**config.mk**
```make
export PLATFORM = sky130hd
export DESIGN_NAME = axby_datapath
export DESIGN_NICKNAME = d
export VERILOG_FILES = /design/src/rtl/axby_pkg.sv /design/src/rtl/axby_shreg.sv /design/src/rtl/axby_datapath.sv
export SDC_FILE = /design/constraint.sdc
export NUM_CORES = 1
export LEC_CHECK = 0
export CAP_MARGIN = 30
export CORE_MARGIN = 4
export CORE_UTILIZATION = 43
export CTS_CLUSTER_SIZE = 24
export DETAILED_ROUTE_END_ITERATION = 16
export GPL_ROUTABILITY_DRIVEN = 0
export GPL_TIMING_DRIVEN = 0
export MAX_ROUTING_LAYER = met4
export PLACE_DENSITY = 0.72
export SYNTH_ARGS = -nofsm -noshare
export SYNTH_HDL_FRONTEND = slang
export SYNTH_SLANG_ARGS = --single-unit
export TNS_END_PERCENT = 5
```
**constraint.sdc**
```tcl
create_clock -name clk -period 2.4 [get_ports clk]
set_input_delay 0.72 -clock clk [delete_from_list [all_inputs] [get_ports clk]]
set_output_delay 0.72 -clock clk [all_outputs]
set_load 0.05 [all_outputs]
```
**src/rtl/axby_pkg.sv**
```systemverilog
// Shared command/status layout for the axby datapath and its sequencer.
package axby_pkg;

  localparam int unsigned CMD_W = 8;
  localparam int unsigned ST_W  = 5;

  // Command word bit positions
  localparam int unsigned CMD_RESI  = 7;
  localparam int unsigned CMD_PLX   = 6;
  localparam int unsigned CMD_SHLX  = 5;
  localparam int unsigned CMD_PLY   = 4;
  localparam int unsigned CMD_SHLY  = 3;
  localparam int unsigned CMD_PLREZ = 2;
  localparam int unsigned CMD_INC   = 1;
  localparam int unsigned CMD_SEL   = 0;

  // Status vector bit positions
  localparam int unsigned ST_XZ = 4;
  localparam int unsigned ST_YZ = 3;
  localparam int unsigned ST_I2 = 2;
  localparam int unsigned ST_I6 = 1;
  localparam int unsigned ST_I7 = 0;

  localparam int unsigned CNT_W = 3;

endpackage

```
**src/rtl/axby_shreg.sv**
```systemverilog
// Operand register: parallel load (wins) or shift left by one with zero fill.
module axby_shreg #(
  parameter int unsigned RW = 16
) (
  input  logic          clk,
  input  logic          rst,
  input  logic          load,
  input  logic          shift,
  input  logic [RW-1:0] din,
  output logic [RW-1:0] q
);

  // Load has priority over shift; otherwise hold
  always_ff @(posedge clk or posedge rst) begin
    if (rst) begin
      q <= '0;
    end else if (load) begin
      q <= din;
    end else if (shift) begin
      q <= {q[RW-2:0], 1'b0};
    end
  end

endmodule

```
**src/rtl/axby_datapath.sv**
```systemverilog
// Datapath executing the sequencer command word on X, Y, REZ and step counter i.
module axby_datapath
  import axby_pkg::*;
#(
  parameter int unsigned W  = 8,
  parameter int unsigned RW = 16
) (
  input  logic              clk,
  input  logic              rst,
  input  logic [CMD_W-1:0]  cmd,
  input  logic              setrdyp,
  input  logic              start,
  input  logic [W-1:0]      xin,
  input  logic [W-1:0]      yin,
  output logic [ST_W-1:0]   status,
  output logic [RW-1:0]     rez,
  output logic              rdy
);

  logic [RW-1:0]    x_q;
  logic [RW-1:0]    y_q;
  logic [CNT_W-1:0] i_q;
  logic [RW-1:0]    rez_opnd;

  axby_shreg #(.RW(RW)) u_x (
    .clk   (clk),
    .rst   (rst),
    .load  (cmd[CMD_PLX]),
    .shift (cmd[CMD_SHLX]),
    .din   (RW'(xin)),
    .q     (x_q)
  );

  axby_shreg #(.RW(RW)) u_y (
    .clk   (clk),
    .rst   (rst),
    .load  (cmd[CMD_PLY]),
    .shift (cmd[CMD_SHLY]),
    .din   (RW'(yin)),
    .q     (y_q)
  );

  // Accumulator operand uses the pre-edge register value
  assign rez_opnd = cmd[CMD_SEL] ? y_q : x_q;

  // Result accumulator; resi clears and beats plrez
  always_ff @(posedge clk or posedge rst) begin
    if (rst) begin
      rez <= '0;
    end else if (cmd[CMD_RESI]) begin
      rez <= '0;
    end else if (cmd[CMD_PLREZ]) begin
      rez <= rez + rez_opnd;
    end
  end

  // Step counter, wraps naturally at 3 bits; resi beats inc
  always_ff @(posedge clk or posedge rst) begin
    if (rst) begin
      i_q <= '0;
    end else if (cmd[CMD_RESI]) begin
      i_q <= '0;
    end else if (cmd[CMD_INC]) begin
      i_q <= i_q + CNT_W'(1);
    end
  end

  // Ready flag: set pulse wins over start clearing it
  always_ff @(posedge clk or posedge rst) begin
    if (rst) begin
      rdy <= 1'b0;
    end else if (setrdyp) begin
      rdy <= 1'b1;
    end else if (start) begin
      rdy <= 1'b0;
    end
  end

  // Condition vector decoded straight from registers
  always_comb begin
    status        = '0;
    status[ST_XZ] = (x_q == '0);
    status[ST_YZ] = (y_q == '0);
    status[ST_I2] = (i_q == CNT_W'(2));
    status[ST_I6] = (i_q == CNT_W'(6));
    status[ST_I7] = (i_q == CNT_W'(7));
  end

endmodule
```
==> results.sh <==
export IMPL_vias_per_cell=5.42
export IMPL_vias=2595
export IMPL_yosys_area_share_adder_pct=7.73
export IMPL_postRouteAntennaNets=0
export IMPL_grt_pass1_vias=2587
export IMPL_synth_seq_cells=52
export IMPL_yosysSeqAreaShare_pct=41.0
export IMPL_netlist_area_leader_share_pct=41.0
export IMPL_rows=31
export IMPL_min_period_ns=2.64
export IMPL_crit_type="primary input to flip-flop"
export IMPL_synthTopCellsByArea="dfrtp_1, mux2i_1, ha_1, mux2_2, nor2_1"
export IMPL_nets=426
export IMPL_place_hpwl_um=5750
export IMPL_antenna_found_initial=0
export IMPL_slew_headroom_pct=55.9
export IMPL_synth_compound_area_share_pct=13.1
export IMPL_drt_wl_total_um=7650
export IMPL_peakVddDrop_uv=360
export IMPL_hold_viol_final=0
export IMPL_dieArea_um2=8810
export IMPL_status="complete, but fails checks"
export IMPL_worst_slack_ns=-0.242
export IMPL_die_w_um=93.9
export IMPL_grt_max_degree=32
export IMPL_hold_start="rdy"
export IMPL_final_common_cell="dfrtp_1"
export IMPL_finalNonFillerCells=479
export IMPL_synthSimpleGateAreaFrac_pct=15.0
export IMPL_synth_ff_type="dfrtp_1"
export IMPL_setup_viol=6
export IMPL_crit_fanout=10
export IMPL_fillCellCount=655
export IMPL_clock_latency_ns=0.30
export IMPL_cp_startpoint="cmd[0]"
export IMPL_worstSetupEndpointType="flip-flop"
export IMPL_pre_cts_slack_ns=-0.629
export IMPL_port_buffers=45
export IMPL_syn_nets=372
export IMPL_tightestPinTransition_ns=0.661
export IMPL_synthMuxAreaShare_pct=18.0
export IMPL_drive_gt1_share_pct=15.3
export IMPL_track_usage_pct=18.7
export IMPL_cts_clk_slew_worst_paths_ns=0.10
export IMPL_seqCellArea_um2=1300
export IMPL_synth_top_family_by_area="multiplexers"
export IMPL_p_leak_nw=1.83
export IMPL_synth_cell_types=41
export IMPL_p_per_area_nw_per_um2=583
export IMPL_fin_skew_ns=0.00742
export IMPL_diodes=0
export IMPL_grt_overflow_total=0
export IMPL_drv_slew=0
export IMPL_clock_path_buffers=2
export IMPL_worst_endpoint_arrival_ns=2.84
export IMPL_drv_cap=0
export IMPL_period_share_pct=110
export IMPL_ys_warn_count=0
export IMPL_dp_cells=470
export IMPL_grt_pass1_wl_um=12900
export IMPL_area_growth_pct=29.7
export IMPL_htreeDepth=2
export IMPL_finalHoldWorstSlack_ns=0.490
export IMPL_syn_avg_cell_area_um2=9.76
export IMPL_ios=50
export IMPL_initial_utilization_pct=44.0
export IMPL_routedWlPerCell_um=16.0
export IMPL_synth_edf_count=0
export IMPL_core_um2=7210
export IMPL_cts_sinks=52
export IMPL_syn_inst=325
export IMPL_worst_ep_required_time_ns=2.60
export IMPL_first_pass_iters=4
export IMPL_cts_root_buffer="clkbuf_8"
export IMPL_drt_iter0_drc=83
export IMPL_crit_reg2reg_launch="u_y.q[0]"
export IMPL_synthArstFlopShare_pct=100
export IMPL_multi_input_area_um2=1980
export IMPL_rsz0062_at_grt="true"
export IMPL_cp_start_kind="primary input"
export IMPL_yosys_area_top_type="dfrtp_1"
export IMPL_cts_tree="built"
export IMPL_fmax_mhz=378
export IMPL_synth_xor_area_share_pct=2.76
export IMPL_cts_buffers=5
export IMPL_syn_area_um2=3170
export IMPL_die_y_um=93.9
export IMPL_violations="setup timing"
export IMPL_layout_common_cells="dfrtp_1, clkdlybuf4s50_1, mux2i_1"
export IMPL_post_route_drc_count=0
export IMPL_worst_hold_path_type="flip-flop to flip-flop"
## final cells by class
cell class              instances  area share, %
clock buffers                   7           2.34
flip-flops and latches         52           31.6
well taps                      99           3.01
inverters                       6          0.548
plain buffers                  14           2.37
clock inverters                 1          0.730
multi-input cells             253           48.0
repair buffers                 47           11.3
## final timing paths
path	to	slack, ns	depth (start not counted)
worst max-delay path	rez[14]	-0.24	9
worst min-delay path	rdy	0.49	1
worst max register to register	rez[14]	-0.07	8
worst min register to register	rdy	0.49	1
max in group asynchronous	rez[8]	1.12	3
min in group asynchronous	u_y.q[1]	0.75	2
## Yosys cell counts, drive strengths merged (2+ instances only)
library cell / count
o211ai: 2
dfrtp: 52
nor2: 36
o31ai: 2
nand4: 2
and3: 2
a22oi: 2
nor2b: 3
mux2i: 39
a21oi: 20
nand3b: 2
ha: 18
nand2: 32
nand2b: 4
a21o: 6
nand3: 2
buf: 3
clkbuf: 11
nor3: 4
xnor2: 7
and4: 2
nor4: 9
or4: 2
o21ai: 25
a211oi: 3
xor2: 3
mux2: 16
inv: 6
## what timing repair did
item                       CTS  global route
setup endpoints to repair   15            12
hold buffers                 0             0
setup buffers                1             0
gates resized for setup     27             6
pin swaps                    4             2
## logic make-up after synthesis
kind of cell / Yosys count
fa+ha+maj: 19
flops: 52
compound gates: 67
xor+xnor: 10
mux: 55
buf+inv: 20
simple gates: 102
## layer usage
layer	vias to the layer above	GRT usage [%]	share of wire, %
li1	1274	-	-
met1	1261	25.3	46
met2	56	29.7	48
met3	4	3.04	4.9
met4	0	4.21	0.77
met5	-	-	0
## critical path: stages
cell       delay, ns
clkbuf_16       0.14
clkbuf_16       0.16
mux2_4          0.32
ha_4            0.30
and3_4          0.19
a221oi_4        0.07
or4_4           0.45
a21oi_2         0.18
mux2_4          0.31
## state kept, by name, summed over array words and instances (netlist names)
name   cells
rez       16
u_x.q     16
u_y.q     16
i_q        3
rdy        1
## through the flow
step	util, %	total power [mW]	TNS (ns)	area, um2
after detailed placement	53.7	1.70	-5.11	3870
after CTS	56.6	2.40	-0.782	4080
after floorplan	-	1.49	-2.27	3280
after global routing	57.0	2.52	-1.42	4110
after global placement	53.4	1.68	-35.27	3850
final	57.0	2.40	-0.802	4110
## power by group
group          total (mW)  internal (mW)  leakage, nW  switching (mW)
registers            1.01          0.936        0.687          0.0762
logic               0.724          0.328         1.08           0.396
clock network       0.660          0.368       0.0645           0.292
total                2.40           1.63         1.83           0.764
Power figures use the tool's default switching activity.
